### src/rtl/imm_extend_pipe_if.sv
// rtl/imm_extend_pipe_if.sv - input/output handshake bundle for the immediate-extension pipe
interface imm_extend_pipe_if #(
  parameter int IN_W  = 16,
  parameter int OUT_W = 32
);
  logic             in_valid;
  logic             in_ready;
  logic [IN_W-1:0]  in_imm;
  logic [1:0]       in_mode;
  logic             out_valid;
  logic             out_ready;
  logic [OUT_W-1:0] out_data;
  logic [1:0]       out_mode;

  // master drives the unit (producer of immediates, consumer of results)
  modport master (
    output in_valid, in_imm, in_mode, out_ready,
    input  in_ready, out_valid, out_data, out_mode
  );

  modport slave (
    input  in_valid, in_imm, in_mode, out_ready,
    output in_ready, out_valid, out_data, out_mode
  );
endinterface

### src/rtl/imm_extend_pipe.sv
// rtl/imm_extend_pipe.sv - two-stage valid/ready immediate extender (ZEXT/SEXT/BRANCH/UPPER)
module imm_extend_pipe #(
  parameter int IN_W      = 16,
  parameter int OUT_W     = 32,
  parameter int SHIFT_AMT = 2
) (
  input  logic                 clk,
  input  logic                 rst,
  input  logic                 flush,
  imm_extend_pipe_if.slave     io
);
  localparam int PAD = OUT_W - IN_W;

  localparam logic [1:0] MODE_ZEXT   = 2'd0;
  localparam logic [1:0] MODE_SEXT   = 2'd1;
  localparam logic [1:0] MODE_BRANCH = 2'd2;
  localparam logic [1:0] MODE_UPPER  = 2'd3;

  generate
    if (IN_W < 2) begin : g_bad_in_w
      $error("imm_extend_pipe: IN_W must be >= 2");
    end
    if (OUT_W <= IN_W) begin : g_bad_out_w
      $error("imm_extend_pipe: OUT_W must exceed IN_W");
    end
    if (SHIFT_AMT >= OUT_W - IN_W) begin : g_bad_shift
      $error("imm_extend_pipe: SHIFT_AMT must be below OUT_W - IN_W");
    end
  endgenerate

  logic             a_valid_q, a_valid_d;
  logic [IN_W-1:0]  a_imm_q, a_imm_d;
  logic [1:0]       a_mode_q, a_mode_d;
  logic             b_valid_q, b_valid_d;
  logic [OUT_W-1:0] b_data_q, b_data_d;
  logic [1:0]       b_mode_q, b_mode_d;

  logic             b_take;
  logic             in_xfer;
  logic [OUT_W-1:0] sext_val;
  logic [OUT_W-1:0] a_ext;

  assign b_take      = !b_valid_q || io.out_ready;
  assign io.in_ready = !a_valid_q || b_take;
  assign in_xfer     = io.in_valid && io.in_ready;

  assign sext_val = {{PAD{a_imm_q[IN_W-1]}}, a_imm_q};

  always_comb begin
    a_ext = '0;
    case (a_mode_q)
      MODE_ZEXT:   a_ext = {{PAD{1'b0}}, a_imm_q};
      MODE_SEXT:   a_ext = sext_val;
      MODE_BRANCH: a_ext = sext_val << SHIFT_AMT;
      MODE_UPPER:  a_ext = {a_imm_q, {PAD{1'b0}}};
      default:     a_ext = '0;
    endcase
  end

  // flush wins over every load; datapath registers keep their last value
  always_comb begin
    a_valid_d = a_valid_q;
    a_imm_d   = a_imm_q;
    a_mode_d  = a_mode_q;
    b_valid_d = b_valid_q;
    b_data_d  = b_data_q;
    b_mode_d  = b_mode_q;

    if (a_valid_q && b_take) begin
      b_valid_d = 1'b1;
      b_data_d  = a_ext;
      b_mode_d  = a_mode_q;
    end else if (b_valid_q && io.out_ready) begin
      b_valid_d = 1'b0;
    end

    if (in_xfer) begin
      a_valid_d = 1'b1;
      a_imm_d   = io.in_imm;
      a_mode_d  = io.in_mode;
    end else if (a_valid_q && b_take) begin
      a_valid_d = 1'b0;
    end

    if (flush) begin
      a_valid_d = 1'b0;
      b_valid_d = 1'b0;
      a_imm_d   = a_imm_q;
      a_mode_d  = a_mode_q;
      b_data_d  = b_data_q;
      b_mode_d  = b_mode_q;
    end
  end

  always_ff @(posedge clk or posedge rst) begin
    if (rst) begin
      a_valid_q <= 1'b0;
      a_imm_q   <= '0;
      a_mode_q  <= '0;
      b_valid_q <= 1'b0;
      b_data_q  <= '0;
      b_mode_q  <= '0;
    end else begin
      a_valid_q <= a_valid_d;
      a_imm_q   <= a_imm_d;
      a_mode_q  <= a_mode_d;
      b_valid_q <= b_valid_d;
      b_data_q  <= b_data_d;
      b_mode_q  <= b_mode_d;
    end
  end

  assign io.out_valid = b_valid_q;
  assign io.out_data  = b_data_q;
  assign io.out_mode  = b_mode_q;
endmodule

### src/flat_wrapper.sv
// flat-port wrapper written by rule: the top's interface ports become plain ports
module imm_extend_pipe_flat 
#(
  parameter int IN_W      = 16,
  parameter int OUT_W     = 32,
  parameter int SHIFT_AMT = 2
)
  (clk, rst, flush, io_in_valid, io_in_imm, io_in_mode, io_out_ready, io_in_ready, io_out_valid, io_out_data, io_out_mode);
  imm_extend_pipe_if #(.IN_W(IN_W), .OUT_W(OUT_W)) io_i ();
  input  logic clk;
  input  logic rst;
  input  logic flush;
  input wire logic [$bits(io_i.in_valid)-1:0] io_in_valid;
  input wire logic [$bits(io_i.in_imm)-1:0] io_in_imm;
  input wire logic [$bits(io_i.in_mode)-1:0] io_in_mode;
  input wire logic [$bits(io_i.out_ready)-1:0] io_out_ready;
  output wire logic [$bits(io_i.in_ready)-1:0] io_in_ready;
  output wire logic [$bits(io_i.out_valid)-1:0] io_out_valid;
  output wire logic [$bits(io_i.out_data)-1:0] io_out_data;
  output wire logic [$bits(io_i.out_mode)-1:0] io_out_mode;
  assign io_i.in_valid = io_in_valid;
  assign io_i.in_imm = io_in_imm;
  assign io_i.in_mode = io_in_mode;
  assign io_i.out_ready = io_out_ready;
  assign io_in_ready = io_i.in_ready;
  assign io_out_valid = io_i.out_valid;
  assign io_out_data = io_i.out_data;
  assign io_out_mode = io_i.out_mode;
  imm_extend_pipe #(.IN_W(IN_W), .OUT_W(OUT_W), .SHIFT_AMT(SHIFT_AMT)) u_core (.clk(clk), .rst(rst), .flush(flush), .io(io_i));
endmodule
### config.mk
export PLATFORM = sky130hd
export DESIGN_NAME = imm_extend_pipe_flat
export DESIGN_NICKNAME = d
export VERILOG_FILES = /design/src/rtl/imm_extend_pipe_if.sv /design/src/rtl/imm_extend_pipe.sv /design/src/flat_wrapper.sv
export SDC_FILE = /design/constraint.sdc
export NUM_CORES = 1
export LEC_CHECK = 0
export BUFFER_PORTS_ARGS = -buffer_cell sky130_fd_sc_hd__clkbuf_2
export CAP_MARGIN = 15
export CORE_ASPECT_RATIO = 0.9
export CORE_MARGIN = 2
export CORE_UTILIZATION = 53
export CTS_CLUSTER_SIZE = 25
export DETAILED_ROUTE_END_ITERATION = 6
export GPL_TIMING_DRIVEN = 0
export PLACE_DENSITY = 0.81
export REMOVE_ABC_BUFFERS = 1
export SETUP_SLACK_MARGIN = 0.5
export SLEW_MARGIN = 20
export SYNTH_ARGS = -nofsm -noshare
export SYNTH_HDL_FRONTEND = slang
export SYNTH_SLANG_ARGS = --single-unit
### constraint.sdc
create_clock -name clk -period 1.6 [get_ports clk]
set_input_delay 0.08 -clock clk [delete_from_list [all_inputs] [get_ports clk]]
set_output_delay 0.08 -clock clk [all_outputs]
set_load 0.1 [all_outputs]
==> run_results.csv <==
group,metric,value,unit
timing,min_period_over_period,96.8,%
place,dp_slack,-0.827,ns
timing,fin_skew,0.0135,ns
cells_and_area,final_common_cell,"dfrtp_1",
place,placed_area,0.00282,sq mm
die,fp.coreArea,0.00449,sq mm
cells_and_area,drive_above_1_share,55.6,%
timing,finalHoldViolations,3,
yosys,yosysTopAreaCell,"dfrtp_1",
yosys,ys_seq_area_share,54.2,%
die,io_pins,59,
cells_and_area,final_cell_mix,"dfrtp_1, buf_4, clkbuf_2, o21ai_0, buf_6",
timing,worst_slew_margin_rel,56.1,%
cells_and_area,fin_nets,317,
yosys,synth.area.top_cells,"dfrtp_1, mux2_2, a2bb2oi_1",
timing,setup_viol,0,
die,die_area,0.00527,sq mm
cells_and_area,stdcell_count,357,
global_route,grt_use_met2,39.6,%
detailed_routing,vias_per_cell,5.62,
setup_path,critPathKind,"reg2reg",
setup_path,worstReg2RegEnd,"u_core.io.out_data[6]",
hold_path,holdPathEnd,"u_core.a_imm_q[10]",
clocking,ctsRootBufferMaster,"clkbuf_8",
die,die_width,76.3,um
timing,setup_ws,0.0508,ns
cells_and_area,antenna_cells,0,
yosys,ys_warn_count,0,
global_route,grt_pass1_wl,10300,um
timing,max_freq,646,MHz
timing,grt_setup_unrepaired,"true",
timing,drv_slew,0,
outcome,status,"complete, but fails checks",
timing,fin_crit,1.55,ns
die,die_h,69.0,um
detailed_routing,wl,7260,um
hold_path,hold_depth,2,
setup_path,r2r_slack,0.05,ns
setup_path,r2r_cells,5,
clocking,cts_tree,"done",
yosys,synth_area,0.00249,sq mm
place,port-buffer-count,58,
detailed_routing,vias,2008,
die,initial_core_util,55.5,%
global_route,grt_antenna_before_repair,0,
global_route,grt-busiest-layer,"met2",
hold_path,hp-start,"io_in_imm[10]",
timing,holdWs,-0.00665,ns
clocking,numClockSinks,54,
yosys,netlist-cell-type-count,25,
outcome,violations,"negative hold slack",
global_route,use_met1,34.6,%
setup_path,required,1.80,ns
timing,worst_pin_slew,0.658,ns
hold_path,hold_path_class,"in2reg",
clocking,cts_max_path_buffers,2,
yosys,syn_area_per_cell,12.4,sq um
power,cellPowerDensity,1720,mW/mm^2
setup_path,start_kind,"flip-flop",
place,place_inst,310,
job,cap_violations,0,
yosys,yosys_register_bits,54,
clocking,cts_made_buffers,5,
setup_path,end_kind,"flip-flop",
yosys,synth_top_area_share,54.2,%
detailed_routing,first_iter_violations,155,
place,place.gp.congestion,0.758,
power,leakagePower,1.74,nW
global_route,grt_overflow_total,0,
global_route,met3_usage,4.71,%
yosys,synth_cells,201,
detailed_routing,wl_per_cell,20.3,um
global_route,grt_pass1_vias,2003,
power,ir_worst_vdd,1.23,mV
cells_and_area,design_area,0.00375,sq mm
die,placementRows,23,
clocking,htree_levels,2,
setup_path,cp.arrival,1.75,ns
detailed_routing,drtPass1Iterations,4,
place,post-dp-hpwl,3190,um
clocking,clkTransAtPathRegs,0.10,ns
detailed_routing,drc,0,
detailed_routing,antenna_left,0,
cells_and_area,syn2layout_area_growth,50.4,%
global_route,groute.usage.overall,24.9,%
setup_path,cp_max_fo,5,
setup_path,r2r_start,"u_core.io.out_valid",
clocking,clk_latency,0.32,ns
global_route,grt_max_degree,55,
==> flip-flops by register name, indices dropped and copies added, names as in the netlist <==
| register | flops |
|---|---|
| u_core.io.out_data | 32 |
| u_core.a_imm_q | 16 |
| u_core.a_mode_q | 2 |
| u_core.io.out_mode | 2 |
| u_core.a_valid_q | 1 |
| u_core.io.out_valid | 1 |
==> stage by stage <==
| stage | total power [W] | TNS, ns | utilization, % |
|---|---|---|---|
| floorplan | 0.00440 | -50.29 | - |
| finish | 0.00646 | 0 | 83.5 |
| global placement | 0.00485 | -46.62 | 62.1 |
| CTS | 0.00617 | 0 | 77.1 |
| global route | 0.00667 | 0 | 83.5 |
| detailed placement | 0.00490 | -15.61 | 62.8 |
==> where the power goes <==
group | total (W) | internal [W] | switching [W]
clock | 0.000893 | 0.000438 | 0.000455
sequential | 0.00200 | 0.00170 | 0.000294
combinational | 0.00357 | 0.00107 | 0.00250
==> worst max-delay path by stage <==
stage,start,endpoint,slack (ns),cells past startpoint
CTS,u_core.io.out_valid,u_core.io.out_data[3],0.13,5
detailed placement,u_core.a_mode_q[1],u_core.io.out_data[16],-0.83,3
floorplan,u_core.io.out_valid,u_core.a_mode_q[1],-1.43,3
finish,u_core.io.out_valid,u_core.io.out_data[6],0.05,5
global placement,u_core.a_mode_q[1],u_core.io.out_data[20],-0.80,3
global route,u_core.io.out_valid,u_core.io.out_data[23],0.03,6
==> critical path, stage by stage, from the launching register on <==
cell	delay, ns
dfrtp_1	0.41
nor2b_4	0.15
nor3_4	0.26
buf_6	0.16
buf_8	0.13
mux2_4	0.30
==> logic make-up (layout without fill, tap and decap cells) <==
group / Yosys count / count (layout) / share of synthesized area (%)
DFF: 54 / 54 / 54.2
AOI/OAI and AO/OA: 46 / 46 / 13.2
muxes: 38 / 38 / 17.1
and+or+nand+nor: 38 / 38 / 10.8
buffers and inverters: 25 / 119 / 4.62
==> final cells by class <==
cell class,instances,area (sq um)
Clock buffer,8,110
Fill cell,252,742
Inverter,12,47.5
Multi-Input combinational cell,122,1190
Sequential cell,54,1360
Tap cell,62,77.6
Timing Repair Buffer,99,958
==> cells in the mapped netlist <==
library cell / number
a2111oi_4: 1
a21oi_1: 2
a22o_1: 1
a2bb2oi_1: 14
and2_1: 14
and3_1: 1
buf_2: 5
buf_4: 4
clkbuf_1: 4
dfrtp_1: 54
inv_1: 11
inv_2: 1
mux2_2: 36
mux2i_1: 2
nand2b_1: 6
nand3b_1: 7
nand3b_4: 1
nor2_1: 2
nor2b_1: 4
nor2b_2: 2
nor3_4: 1
o21ai_0: 20
o21ai_1: 1
o31ai_1: 6
o32a_1: 1
==> per-layer routing <==
layer	up-vias	share of wire [%]
met5	-	0
met4	0	1.5
li1	892	-
met3	11	6.0
met1	1023	42
met2	82	50
==> timing repair <==
item,4_1_cts,5_1_grt
resized for setup,75,58
gates cloned,3,1
endpoints found under the hold margin,56,1
pin swaps,4,14
buffers inserted,24,7
setup endpoints to repair,88,75
hold buffers,3,1
Power figures use the tool's default switching activity.
